[src/rtl/video_timing_box_gen_if.sv]
// rtl/video_timing_box_gen_if.sv - box bounds, pixel input and raster/overlay outputs of video_timing_box_gen
interface video_timing_box_gen_if;
  logic [12:0] x_min1;
  logic [12:0] x_max1;
  logic [12:0] y_min1;
  logic [12:0] y_max1;
  logic [23:0] pix_in;
  logic        HSync;
  logic        VSync;
  logic        VDE;
  logic [10:0] x_num;
  logic [9:0]  y_num;
  logic [23:0] pix_out;
  logic        hs_out;
  logic        vs_out;
  logic        de_out;

  // Pixel source / detector side: drives bounds and pixels, consumes timing.
  modport master (
    output x_min1, x_max1, y_min1, y_max1, pix_in,
    input  HSync, VSync, VDE, x_num, y_num, pix_out, hs_out, vs_out, de_out
  );

  // Timing generator / overlay side.
  modport slave (
    input  x_min1, x_max1, y_min1, y_max1, pix_in,
    output HSync, VSync, VDE, x_num, y_num, pix_out, hs_out, vs_out, de_out
  );
endinterface

[src/rtl/video_timing_box_gen.sv]
// rtl/video_timing_box_gen.sv - raster timing generator with per-frame box outline overlay (option: BOX_CROSSHAIR_EN)
module video_timing_box_gen #(
  parameter int          H_ACT   = 1280,
  parameter int          H_FP    = 110,
  parameter int          H_SYNC  = 40,
  parameter int          H_BP    = 220,
  parameter int          V_ACT   = 720,
  parameter int          V_FP    = 5,
  parameter int          V_SYNC  = 5,
  parameter int          V_BP    = 20,
  parameter bit          HS_POL  = 1'b0,
  parameter bit          VS_POL  = 1'b1,
  parameter int          BOX_W   = 2,
  parameter logic [23:0] BOX_RGB = 24'hFF0000
) (
  input logic                  clk,
  input logic                  rst,
  video_timing_box_gen_if.slave vif
);

  localparam logic [10:0] H_A    = 11'(H_ACT);
  localparam logic [10:0] H_SS   = 11'(H_ACT + H_FP);
  localparam logic [10:0] H_SE   = 11'(H_ACT + H_FP + H_SYNC);
  localparam logic [10:0] H_LAST = 11'(H_ACT + H_FP + H_SYNC + H_BP - 1);
  localparam logic [9:0]  V_A    = 10'(V_ACT);
  localparam logic [9:0]  V_SS   = 10'(V_ACT + V_FP);
  localparam logic [9:0]  V_SE   = 10'(V_ACT + V_FP + V_SYNC);
  localparam logic [9:0]  V_LAST = 10'(V_ACT + V_FP + V_SYNC + V_BP - 1);
  localparam logic [12:0] BW     = 13'(BOX_W);

  logic [10:0] h_cnt;
  logic [9:0]  v_cnt;

  logic h_act, v_act, h_sync, v_sync, capture;

  assign h_act   = (h_cnt < H_A);
  assign v_act   = (v_cnt < V_A);
  assign h_sync  = (h_cnt >= H_SS) && (h_cnt < H_SE);
  assign v_sync  = (v_cnt >= V_SS) && (v_cnt < V_SE);
  // First cycle of the VSync line: latch the box for the next frame here so
  // the whole visible frame uses one consistent box.
  assign capture = (v_cnt == V_SS) && (h_cnt == 11'd0);

  // Raster counters: h wraps each line, v advances on the h wrap.
  always_ff @(posedge clk or posedge rst) begin
    if (rst) begin
      h_cnt <= 11'd0;
      v_cnt <= 10'd0;
    end else if (h_cnt == H_LAST) begin
      h_cnt <= 11'd0;
      v_cnt <= (v_cnt == V_LAST) ? 10'd0 : v_cnt + 10'd1;
    end else begin
      h_cnt <= h_cnt + 11'd1;
    end
  end

  // Registered timing outputs, all derived from the same counter state.
  always_ff @(posedge clk or posedge rst) begin
    if (rst) begin
      vif.HSync <= ~HS_POL;
      vif.VSync <= ~VS_POL;
      vif.VDE   <= 1'b0;
      vif.x_num <= 11'd0;
      vif.y_num <= 10'd0;
    end else begin
      vif.HSync <= h_sync ? HS_POL : ~HS_POL;
      vif.VSync <= v_sync ? VS_POL : ~VS_POL;
      vif.VDE   <= h_act && v_act;
      vif.x_num <= (h_act && v_act) ? h_cnt : 11'd0;
      vif.y_num <= (h_act && v_act) ? v_cnt : 10'd0;
    end
  end

  logic [12:0] xmn, xmx, ymn, ymx;
  logic        box_valid;

  // Shadow copy of the detector box, refreshed once per frame.
  always_ff @(posedge clk or posedge rst) begin
    if (rst) begin
      xmn       <= 13'd0;
      xmx       <= 13'd0;
      ymn       <= 13'd0;
      ymx       <= 13'd0;
      box_valid <= 1'b0;
    end else if (capture) begin
      xmn       <= vif.x_min1;
      xmx       <= vif.x_max1;
      ymn       <= vif.y_min1;
      ymx       <= vif.y_max1;
      box_valid <= (vif.x_min1 <= vif.x_max1) && (vif.y_min1 <= vif.y_max1);
    end
  end

  logic [12:0] x, y;
  logic        in_box, border, hit;

  assign x      = {2'b00, vif.x_num};
  assign y      = {3'b000, vif.y_num};
  assign in_box = (x >= xmn) && (x <= xmx) && (y >= ymn) && (y <= ymx);
  // Thin boxes collapse to solid naturally: every inside pixel is near an edge.
  assign border = in_box && ((x < 13'(xmn + BW)) || (13'(x + BW) > xmx) ||
                             (y < 13'(ymn + BW)) || (13'(y + BW) > ymx));

`ifdef BOX_CROSSHAIR_EN
  logic [12:0] cx, cy;
  logic [13:0] sum_x, sum_y;

  assign sum_x = {1'b0, vif.x_min1} + {1'b0, vif.x_max1};
  assign sum_y = {1'b0, vif.y_min1} + {1'b0, vif.y_max1};

  // Box centre, computed alongside the shadow capture.
  always_ff @(posedge clk or posedge rst) begin
    if (rst) begin
      cx <= 13'd0;
      cy <= 13'd0;
    end else if (capture) begin
      cx <= 13'(sum_x >> 1);
      cy <= 13'(sum_y >> 1);
    end
  end

  assign hit = border || (in_box && ((x == cx) || (y == cy)));
`else
  assign hit = border;
`endif

  // One-cycle overlay stage with syncs delayed to stay aligned to pix_out.
  always_ff @(posedge clk or posedge rst) begin
    if (rst) begin
      vif.pix_out <= 24'd0;
      vif.hs_out  <= ~HS_POL;
      vif.vs_out  <= ~VS_POL;
      vif.de_out  <= 1'b0;
    end else begin
      vif.pix_out <= (vif.VDE && box_valid && hit) ? BOX_RGB :
                     (vif.VDE ? vif.pix_in : 24'd0);
      vif.hs_out  <= vif.HSync;
      vif.vs_out  <= vif.VSync;
      vif.de_out  <= vif.VDE;
    end
  end

endmodule

[src/flat_wrapper.sv]
// flat-port wrapper written by rule: the top's interface ports become plain ports
module video_timing_box_gen_flat 
#(
  parameter int          H_ACT   = 1280,
  parameter int          H_FP    = 110,
  parameter int          H_SYNC  = 40,
  parameter int          H_BP    = 220,
  parameter int          V_ACT   = 720,
  parameter int          V_FP    = 5,
  parameter int          V_SYNC  = 5,
  parameter int          V_BP    = 20,
  parameter bit          HS_POL  = 1'b0,
  parameter bit          VS_POL  = 1'b1,
  parameter int          BOX_W   = 2,
  parameter logic [23:0] BOX_RGB = 24'hFF0000
)
  (clk, rst, vif_x_min1, vif_x_max1, vif_y_min1, vif_y_max1, vif_pix_in, vif_HSync, vif_VSync, vif_VDE, vif_x_num, vif_y_num, vif_pix_out, vif_hs_out, vif_vs_out, vif_de_out);
  video_timing_box_gen_if vif_i ();
  input logic clk;
  input logic rst;
  input wire logic [$bits(vif_i.x_min1)-1:0] vif_x_min1;
  input wire logic [$bits(vif_i.x_max1)-1:0] vif_x_max1;
  input wire logic [$bits(vif_i.y_min1)-1:0] vif_y_min1;
  input wire logic [$bits(vif_i.y_max1)-1:0] vif_y_max1;
  input wire logic [$bits(vif_i.pix_in)-1:0] vif_pix_in;
  output wire logic [$bits(vif_i.HSync)-1:0] vif_HSync;
  output wire logic [$bits(vif_i.VSync)-1:0] vif_VSync;
  output wire logic [$bits(vif_i.VDE)-1:0] vif_VDE;
  output wire logic [$bits(vif_i.x_num)-1:0] vif_x_num;
  output wire logic [$bits(vif_i.y_num)-1:0] vif_y_num;
  output wire logic [$bits(vif_i.pix_out)-1:0] vif_pix_out;
  output wire logic [$bits(vif_i.hs_out)-1:0] vif_hs_out;
  output wire logic [$bits(vif_i.vs_out)-1:0] vif_vs_out;
  output wire logic [$bits(vif_i.de_out)-1:0] vif_de_out;
  assign vif_i.x_min1 = vif_x_min1;
  assign vif_i.x_max1 = vif_x_max1;
  assign vif_i.y_min1 = vif_y_min1;
  assign vif_i.y_max1 = vif_y_max1;
  assign vif_i.pix_in = vif_pix_in;
  assign vif_HSync = vif_i.HSync;
  assign vif_VSync = vif_i.VSync;
  assign vif_VDE = vif_i.VDE;
  assign vif_x_num = vif_i.x_num;
  assign vif_y_num = vif_i.y_num;
  assign vif_pix_out = vif_i.pix_out;
  assign vif_hs_out = vif_i.hs_out;
  assign vif_vs_out = vif_i.vs_out;
  assign vif_de_out = vif_i.de_out;
  video_timing_box_gen #(.H_ACT(H_ACT), .H_FP(H_FP), .H_SYNC(H_SYNC), .H_BP(H_BP), .V_ACT(V_ACT), .V_FP(V_FP), .V_SYNC(V_SYNC), .V_BP(V_BP), .HS_POL(HS_POL), .VS_POL(VS_POL), .BOX_W(BOX_W), .BOX_RGB(BOX_RGB)) u_core (.clk(clk), .rst(rst), .vif(vif_i));
endmodule
[config.mk]
export PLATFORM = sky130hd
export DESIGN_NAME = video_timing_box_gen_flat
export DESIGN_NICKNAME = d
export VERILOG_FILES = /design/src/rtl/video_timing_box_gen_if.sv /design/src/rtl/video_timing_box_gen.sv /design/src/flat_wrapper.sv
export SDC_FILE = /design/constraint.sdc
export NUM_CORES = 1
export LEC_CHECK = 0
export CAP_MARGIN = 30
export CORE_ASPECT_RATIO = 1.75
export CORE_MARGIN = 10
export CORE_UTILIZATION = 55
export CTS_CLUSTER_DIAMETER = 200
export DETAILED_ROUTE_END_ITERATION = 12
export PLACE_DENSITY_LB_ADDON = 0.3
export SYNTH_ARGS = -nofsm -noshare
export SYNTH_HDL_FRONTEND = slang
export SYNTH_SLANG_ARGS = --single-unit
[constraint.sdc]
create_clock -name clk -period 4.22 [get_ports clk]
set_input_delay 0.422 -clock clk [delete_from_list [all_inputs] [get_ports clk]]
set_output_delay 0.422 -clock clk [all_outputs]
set_load 0.02 [all_outputs]
; Yosys cells after proc, flatten, opt, wreduce, memory -nomap -nowiden
; Cells that the tools add are included.
[word_totals]
reg_bits = 125
in_bits = 78
out_inout_bits = 51
word_cells = 64
[classes]
add_sub_neg = 6
n_lt_le_gt_ge = 16
n_eq_ne = 3
n_mux = 8
n_reduce_logical = 15
[op_table]
columns = op, n
row1 = $mux 24, 2
row2 = $add 13x2->13 const B, 2
row3 = $gt 13x13->1, 2
row4 = $le 13x13->1, 2
row5 = $lt 11x11->1 const B, 2
row6 = $mux 11, 2
row7 = $eq 10x10->1 const B, 2
row8 = $lt 10x10->1 const B, 2
row9 = $mux 10, 2
row10 = $ge 10x13->1, 1
row11 = $ge 11x13->1, 1
row12 = $le 10x13->1, 1
row13 = $le 11x13->1, 1
row14 = $lt 10x13->1, 1
row15 = $lt 11x13->1, 1
row16 = $add 11x2->12 const B, 1
row17 = $add 10x2->11 const B, 1
row18 = $add 11x1->11 const B, 1
row19 = $eq 11x11->1 const B, 1
row20 = $ge 11x11->1 const B, 1
row21 = $logic_and 1x1->1, 11
row22 = $logic_not 11->1, 1
row23 = $add 10x1->10 const B, 1
row24 = $ge 10x10->1 const B, 1
row25 = other kinds (2), 5

; Longest topological paths before layout
; Gate-level depths: netlist (run 1).
[logic_depth]
word_depth = 8
depth_mapped = 13

; Worst setup path before layout (run 1)
; OpenSTA, ideal clock, no wires.
[synth_path]
kind = register to register
startpoint = register u_core.vif.x_num[1]
endpoint = register u_core.vif.pix_out[19]
setup_time_ns = 0.119
arrival_time_ns = 3.058
t_required_ns = 4.101
path_slack_ns = 1.043
stages_incl_launch_ff = 13
path_buffers = 1
period_less_slack_ns = 3.177
cell_sequence = dfrtp_1 > ha_1 > nand2_1 > nor2_1 > nand3_1 > xnor2_1 > ha_1 > nand2_1 > or4_1 > nor3_1 > clkbuf_1 > o21ai_0 > o21a_1
[synth_between]
elab_chain_len = 8
elab_cells_between_ends = 14
cone_classes = 1 x add/sub / 4 x order compare / 1 x mux / 8 x reduce/logical
[synth_rtl]
columns = element, line
row1 = "start, declared", video_timing_box_gen_if.sv:27  ; output HSync, VSync, VDE, x_num, y_num, pix_out, hs_out, vs_out, de_out
row2 = "start signal, assigned", video_timing_box_gen.sv:69  ; vif.x_num <= (h_act && v_act) ? h_cnt : 11'd0;
row3 = $add 11x2->12, video_timing_box_gen.sv:101  ; assign border = in_box && ((x < 13'(xmn + BW)) || (13'(x + BW) > xmx) ||
row4 = $gt 13x13->1, video_timing_box_gen.sv:101
row5 = $logic_or 1x1->1 (2 in series), video_timing_box_gen.sv:101
row6 = $logic_or 1x1->1, video_timing_box_gen.sv:102  ; (y < 13'(ymn + BW)) || (13'(y + BW) > ymx));
row7 = $logic_and 1x1->1 *, video_timing_box_gen.sv:101
row8 = $logic_and 1x1->1 *, video_timing_box_gen.sv:135  ; vif.pix_out <= (vif.VDE && box_valid && hit) ? BOX_RGB :
row9 = $mux 24 *, video_timing_box_gen.sv:135
row10 = "end signal, assigned", video_timing_box_gen.sv:135
row11 = "end, declared", video_timing_box_gen_if.sv:27
; Every way passes the cells marked *; elsewhere a longest branch is shown, timed or not.
; A chain may end at the register's enable or synchronous reset.

; Worst setup path in the final report (run 1)
[layout_path]
startpoint = register u_core.vif.y_num[3]
endpoint = register u_core.vif.pix_out[17]
[layout_between]
elab_chain_len = 6
elab_cells_between_ends = 12
cone_classes = 1 x add/sub / 4 x order compare / 1 x mux / 6 x reduce/logical
[layout_rtl]
columns = element, line
row1 = "start, declared", video_timing_box_gen_if.sv:27
row2 = "start signal, assigned", video_timing_box_gen.sv:70  ; vif.y_num <= (h_act && v_act) ? v_cnt : 10'd0;
row3 = "$add 10x2->11, or another cell as far along", video_timing_box_gen.sv:102
row4 = "$gt 13x13->1, or another cell as far along", video_timing_box_gen.sv:102
row5 = $logic_or 1x1->1 or $logic_and 1x1->1 (tied branches), "video_timing_box_gen.sv:102, video_timing_box_gen.sv:99"
row6 = $logic_and 1x1->1 *, video_timing_box_gen.sv:101
row7 = $logic_and 1x1->1 *, video_timing_box_gen.sv:135
row8 = $mux 24 *, video_timing_box_gen.sv:135
; Marks and branches as above.

==> results of run 1 <==
path summary, 6_finish.rpt:
check                      cells after the start                                to
max                                           11  u_core.vif.pix_out[17]$_DFF_PP0_
min                                            2        u_core.vif.VSync$_DFF_PP0_
max reg2reg                                   11  u_core.vif.pix_out[17]$_DFF_PP0_
min reg2reg                                    0       u_core.vif.hs_out$_DFF_PP1_
max in group asynchronous                      4        u_core.vif.HSync$_DFF_PP1_
min in group clk                               0       u_core.vif.hs_out$_DFF_PP1_
cell families (layout without fill, tap and decap cells):
| group | count (synthesis) | after routing | share of synthesized area (%) |
|---|---|---|---|
| other cells | 0 | 1 | 0 |
| fa+ha+maj | 118 | 118 | 17.5 |
| simple gates | 310 | 310 | 18.0 |
| mux | 1 | 1 | 0.118 |
| flops | 125 | 125 | 37.1 |
| compound gates | 227 | 227 | 17.9 |
| xor+xnor | 37 | 37 | 3.84 |
| buf+inv | 112 | 252 | 5.58 |
final cells by class:
| type | count | area [sq um] |
|---|---|---|
| clock inverters | 13 | 119 |
| clock buffers | 18 | 439 |
| multi-input cells | 693 | 4860 |
| flip-flops and latches | 125 | 3130 |
| repair buffers | 141 | 1400 |
| fillers | 1188 | 4510 |
| diodes | 1 | 2.50 |
| inverters | 80 | 303 |
| well taps | 183 | 229 |
stage by stage:
stage	std cells	utilization, %	power (mW)	instance area (sq um)	setup WS, ns
floorplan	930	-	1.34	8450	0.474
detailed placement	1222	66.2	1.48	9920	0.838
global route	1253	69.9	2.95	10500	0.576
CTS	1253	69.9	2.87	10500	0.817
finish	1254	69.9	2.86	10500	0.802
global placement	1220	66.0	1.47	9890	0.918
sequential cells by signal, summed over array words and instances (netlist names), 11 cells and up:
signal	count
u_core.vif.pix_out	24
u_core.xmn	13
u_core.xmx	13
u_core.ymn	13
u_core.ymx	13
u_core.h_cnt	11
u_core.vif.x_num	11
layer usage:
metal / wire length [um] / global-route usage, % / part of all wire [%] / vias to the layer above
met2: 12500 / 41.3 / 52 / 240
met5: 0 / 0 / 0 / -
met3: 1250 / 4.93 / 5.2 / 71
met1: 9350 / 24.5 / 39 / 3572
li1: - / - / - / 3559
met4: 980 / 11.9 / 4.1 / 0
power groups by stage:
stage / clock [mW] / sequential [mW] / combinational, mW
after CTS: 1.41 / 1.21 / 0.248
after global routing: 1.47 / 1.21 / 0.270
final: 1.40 / 1.21 / 0.247
after floorplan: 0 / 1.25 / 0.0899
after global placement: 0 / 1.23 / 0.239
after detailed placement: 0 / 1.24 / 0.246
worst reg2reg max path: stages (launching register included):
cell and delay (ns):
dfrtp_1 0.50, and3_1 0.25, and3_1 0.21, nand3_1 0.10, xnor2_1 0.15, ha_1 0.30
nand4_1 0.12, or3_1 0.32, nand3_1 0.09, a21oi_1 0.04, or4_1 0.90, o21a_1 0.32
cells in the final DEF, fill, tap and decap left out, drive strengths merged, types with 3 or more instances in the layout:
master	netlist	final
o31ai	13	13
or4	6	6
xor2	5	5
and4	3	3
clkdlybuf4s50	0	128
nand4	18	18
o21bai	18	18
nor2b	9	9
and3	28	28
o22ai	17	17
inv	80	82
nor4	3	3
o2111ai	3	3
nor3	19	19
o21a	15	15
ha	118	118
a21o	7	7
xnor2	32	32
a211oi	12	12
clkinv	0	9
nand2	128	128
o21ai	86	86
nand3	36	36
or3	6	6
clkbuf	21	18
nor2	38	38
a21oi	32	32
a31oi	4	4
dfrtp	123	123
o211ai	6	6
buf	11	13
nand2b	6	6
==> results by group, run 1 <==
Place
  • GPL Wtd Cong: ~0.95
  • Detail Placement HPWL: around 19000 um
  • IO Port Bufs: 128

Clock network
  • CTS hold repair buffers: 0
  • Post-cts resize count: 0
  • Clock tree buffer depth: 2
  • TritonCTS clock tree: done
  • Root Buffer: clkbuf_16
  • Worst-path clk slew: around 0.06 ns
  • TritonCTS buffer count: 17
  • H-tree levels: 4
  • Worst skew pair latency: between 0.4 and 0.5 ns
  • Postcts setup bufs: 0
  • Clock sinks: roughly 130

Power and ir drop
  • Worst vdd ir: 0.271 mV
  • Flop pwr share: between 40% and 50%
  • Net Sw Power: 698 uW
  • Clk pwr share: 48.9%
  • Internal power: around 2.2 mW
  • LEAKAGE: 5.18 nW
  • Power per Cell Area: approximately 270 nW/um^2
  • Sw frac: about 24%
  • Comb power frac: around 8.6%

GRT
  • Largest net degree at the start of global routing: 64
  • First-pass GRT wire length: between 30000 and 40000 um
  • GR Overflow Total: 0
  • Number of global-route vias before repair: roughly 7800
  • Total GRT Usage: a little under a quarter
  • Initial antenna violation count: 0

Timing
  • Worst Clk Skew: between 0.01 and 0.015 ns
  • Worst Hold Slack: 0.288 ns
  • Max Freq: slightly below 0.3 GHz
  • Tcrit/Tclk final: 81.0%
  • Final Hold Viols: 0
  • RSZ-0062 raised after global routing: no
  • Setup TNS: 0 ns
  • Slew margin rel.: 30.6%
  • Worst-Margin Slew: between 1 and 1.5 ns
  • Final Critical Period: approximately 3.4 ns
  • Slew Viols, Final: 0
  • Finish-stage setup viols: 0

Outcome
  • Status: finished clean

Floorplanning
  • Core box area: 15000 sq um
  • Die Span Y: between 150 and 200 um
  • Row Count: 59
  • Starting density of the core: 56.4%
  • Die Area: between 20000 and 25000 sq um
  • Die width: 114 um
  • IO Pins: 129

Routing
  • Antenna Nets Post-Route: 0
  • Routed WL: about 24000 um
  • Total number of vias: 7442
  • DR pass1 iterations: 6
  • Wire per inst: a little under 20 um
  • Vias/cell: ~6
  • First DRT Iteration DRCs: ~440
  • DRC violations left: 0

Yosys
  • Post-synth net total: about 1100
  • Syn Inst Count: 930
  • Area share of the largest cell type after synthesis: between 30 and 40%
  • Count leader, synth: dfrtp_1
  • Synth async-reset ratio: 100%
  • Post-synth top area cell: dfrtp_1
  • Post-synth EDFFs: 0
  • Post-Syn Area per Cell: around 9 sq um
  • Top FF cell, synth: dfrtp_1
  • YS warnings: 0
  • Mapped cell area: about 8400 sq um
  • Commonest cells post-synth: dfrtp_1, nand2_1, ha_1
  • Count of cell types in the netlist: 58
  • FF+latch count, synth: between 100 and 150
  • Sequential fraction of the synthesis area: a little under two fifths
  • Ranking of synthesized cells by area: dfrtp_1, ha_1, nand2_1

Cells and area
  • Area growth syn-to-layout: 24.0%
  • Layout cells sized above 1: 8.50%
  • Fin nets: approximately 1300

Worst setup path
  • CP delay by family, top: simple AND/OR/NAND/NOR gates
  • Worst R2R Setup Slack: between 0.8 and 0.9 ns
  • CP startpoint kind: flip-flop
  • CP required: 4.53 ns
  • Critical Path Fanout Max: 24
  • CP Data Arrival Time: between 3 and 4 ns
  • Crit-path cells: and3_1 > and3_1 > nand3_1 > xnor2_1 > ha_1 > nand4_1 > or3_1 > nand3_1 > a21oi_1 > or4_1 > o21a_1
  • Crit path from: u_core.vif.y_num[3]$_DFF_PP0_
  • Crit path kind: flip-flop to flip-flop
  • CP peak stage delay: 0.90 ns
  • Worst r2r src: u_core.vif.y_num[3]$_DFF_PP0_
  • Buf/Inv on CP: 0
  • Crit-path slowest cell: or4_1
  • Crit end category: flip-flop

Run
  • Maxcap violations: 0

Worst hold path
  • Worst hold path type: input pin to async pin
Note: power is estimated with default switching activity, not from simulation.
==> run 2: changes to the inputs <==
==> constraint.sdc (replaced) <==
create_clock -name clk -period 3.5 [get_ports clk]
set_input_delay 0.35 -clock clk [delete_from_list [all_inputs] [get_ports clk]]
set_output_delay 0.35 -clock clk [all_outputs]
set_load 0.02 [all_outputs]
==> run 2 against run 1 <==
  * Sequential share of layout area down 0.17 points
  * Sequential power increased by 21%
  * Die area stayed put
  * Critical endpoint is now u_core.vif.pix_out[20]$_DFF_PP0_
  * Clock-buffer cell count did not move
  * Register-to-register slack worse by 0.45 ns
  * Total power grew 22%
  * Clock power grew 24%
  * Sequential cell count unchanged
  * Global-route usage is 0.49 points lower
  * Via count shrank 0.73%
==> results by group, run 2 (synthesis results as in run 1) <==
Outcome
  • Status: finished clean

Worst setup path
  • Critical Path Fanout Max: 24 (unchanged)
  • R2R depth: 12 (+1)
  • CP startpoint kind: flip-flop
  • Worst r2r src: u_core.vif.y_num[4]$_DFF_PP0_
  • Reg-to-Reg End: u_core.vif.pix_out[20]$_DFF_PP0_
  • Crit path kind: flip-flop to flip-flop
  • CP Data Arrival Time: 3.46 ns (-0.26 ns)
  • Crit end category: flip-flop
  • CP required: 3.81 ns (-0.72 ns)
  • Worst R2R Setup Slack: 0.35 ns (-0.45 ns)

Clock network
  • Worst skew pair latency: 0.42 ns (about the same)
  • Post-cts resize count: 0 (unchanged)
  • TritonCTS clock tree: done
  • Postcts setup bufs: 0 (unchanged)
  • H-tree levels: 4 (unchanged)
  • Clock tree buffer depth: 2 (unchanged)
  • Worst-path clk slew: 0.06 ns (about the same)
  • CTS hold repair buffers: 0 (unchanged)
  • Root Buffer: clkbuf_16
  • Clock sinks: 125 (unchanged)
  • TritonCTS buffer count: 17 (unchanged)

Place
  • DP Worst Slack: 0.414 ns (-0.424 ns)
  • IO Port Bufs: 128 (unchanged)
  • Detail Placement HPWL: 18500 um (-1.0%)
  • GPL Wtd Cong: 0.944 (-0.36%)

Floorplanning
  • Core box area: 15000 sq um (unchanged)
  • Die Span Y: 184 um (unchanged)
  • IO Pins: 129 (unchanged)
  • Die Area: 20900 sq um (unchanged)
  • Die width: 114 um (unchanged)
  • Row Count: 59 (unchanged)
  • Starting density of the core: 56.4% (unchanged)

GRT
  • Total GRT Usage: 22.5% (-0.49 points)
  • Largest net degree at the start of global routing: 72 (+13%)
  • Number of global-route vias before repair: 7554 (-3.5%)
  • GR Overflow Total: 0 (unchanged)
  • Initial antenna violation count: 0 (unchanged)
  • First-pass GRT wire length: 38000 um (-1.9%)

Cells and area
  • Number of antenna diodes: 0 (-1)
  • Layout cells sized above 1: 8.85% (+0.34 points)
  • Final Core Density: 70.3% (+0.40 points)
  • Leading cell type in the layout, fill and taps excluded: clkdlybuf4s50_1
  • Top reg by flops: u_core.vif.pix_out
  • Fin nets: 1258 (+0.32%)
  • Max reg flops: 24 (unchanged)
  • Area growth syn-to-layout: 24.7%
  • Commonest non-fill, non-tap cells in the layout: clkdlybuf4s50_1, dfrtp_1, nand2_1

Timing
  • Final Critical Period: 3.15 ns (-0.269 ns)
  • Worst setup margin: 0.351 ns (-0.451 ns)
  • Final Hold Viols: 0 (unchanged)
  • Max Freq: 0.318 GHz (+8.6%)
  • Slew margin rel.: 32.8% (+2.2 points)
  • Worst Clk Skew: 0.00609 ns (-0.00435 ns)
  • RSZ-0062 raised after global routing: no
  • Finish-stage setup viols: 0 (unchanged)
  • Worst-Margin Slew: 1.00 ns (-0.0321 ns)
  • Slew Viols, Final: 0 (unchanged)
  • Tcrit/Tclk final: 90.0% (+9.0 points)
  • Setup TNS: 0 ns (unchanged)

Power and ir drop
  • Flop pwr share: 41.8% (-0.6 points)
  • LEAKAGE: 5.19 nW (+0.28%)
  • Internal power: 2.68 mW (+24%)
  • Worst vdd ir: 0.312 mV (+15%)
  • Power per Cell Area: 332 nW/um^2 (+22%)
  • Comb power frac: 8.3% (-0.3 points)
  • Sw frac: 23.5% (-0.94 points)
  • Net Sw Power: 820 uW (+18%)
  • Clk pwr share: 49.8% (+0.9 points)

Routing
  • DR pass1 iterations: 6 (unchanged)
  • First DRT Iteration DRCs: 346 (-22%)
  • DRC violations left: 0 (unchanged)
  • Wire per inst: 18.8 um (-2.0%)
  • Vias/cell: 5.88 (-0.96%)
  • Routed WL: 23700 um (-1.8%)
  • Total number of vias: 7388 (-0.73%)
  • Antenna Nets Post-Route: 0 (unchanged)

Worst hold path
  • Worst Hold End: u_core.vif.hs_out$_DFF_PP1_
  • Worst hold path type: flip-flop to flip-flop
  • Hold path depth: 0
  • Worst hold start: u_core.vif.HSync$_DFF_PP1_

Run
  • Maxcap violations: 0 (unchanged)
[run 2: changes by cell type in the layout (fill, tap and decap cells not counted), sizes merged]
cell and delta:
buf +4, bufinv +1, diode -1, clkinvlp +5, inv -1, clkinv -5
[run 2: per-stage QoR]
| stage | hold slack [ns] | total power [mW] | cells | area (sq um) |
|---|---|---|---|---|
| floorplan | 0.401 | 1.62 | 930 | 8450 |
| global placement | 0.355 | 1.78 | 1226 | 9960 |
| detailed placement | 0.357 | 1.78 | 1226 | 9960 |
| CTS | 0.370 | 3.52 | 1257 | 10500 |
| global route | 0.378 | 3.61 | 1257 | 10500 |
| finish | 0.369 | 3.50 | 1257 | 10500 |
[run 2: final cells by class]
cell class                 count  area (sq um)
clock buffer                  18           439
clock inverter                13           143
fill                        1169          4450
inverter                      80           304
multi-input combinational    693          4860
sequential                   125          3130
tap                          183           229
timing repair buffer         145          1430
[run 2: critical path: stages (launching register included)]
cell and delay (ns):
dfrtp_1 0.47, and3_1 0.22, and3_1 0.20, nand3_1 0.12, xnor2_1 0.14, ha_1 0.31, nand4_1 0.11, or3_1 0.34
nand3_1 0.10, a21oi_1 0.05, or4_1 0.53, buf_4 0.24, o21a_1 0.22
[run 2: how the worst max path moves through the flow]
stage                                  startpoint                                to  slack (ns)
floorplan           u_core.vif.x_num[1]$_DFF_PP0_  u_core.vif.pix_out[19]$_DFF_PP0_        0.32
global placement    u_core.vif.y_num[4]$_DFF_PP0_  u_core.vif.pix_out[18]$_DFF_PP0_        0.51
detailed placement  u_core.vif.y_num[4]$_DFF_PP0_  u_core.vif.pix_out[20]$_DFF_PP0_        0.41
CTS                 u_core.vif.y_num[4]$_DFF_PP0_  u_core.vif.pix_out[20]$_DFF_PP0_        0.38
global route        u_core.vif.x_num[1]$_DFF_PP0_  u_core.vif.pix_out[20]$_DFF_PP0_        0.18
finish              u_core.vif.y_num[4]$_DFF_PP0_  u_core.vif.pix_out[20]$_DFF_PP0_        0.35
[run 2: power by group through the flow]
stage                     registers, mW  clock network (mW)  logic, mW
after global routing               1.46                1.82      0.319
final                              1.46                1.74      0.291
after floorplan                    1.51                   0      0.109
after global placement             1.49                   0      0.287
after CTS                          1.46                1.76      0.295
after detailed placement           1.49                   0      0.292
[run 2: layer usage]
| layer | share of wire, % | up-vias | track usage [%] | wire length [um] |
|---|---|---|---|---|
| met4 | 4.1 | 0 | 11.4 | 960 |
| met3 | 5.3 | 55 | 4.25 | 1250 |
| met5 | 0 | - | 0 | 0 |
| met2 | 52 | 231 | 40.1 | 12200 |
| met1 | 39 | 3540 | 24.6 | 9220 |
| li1 | - | 3562 | - | - |
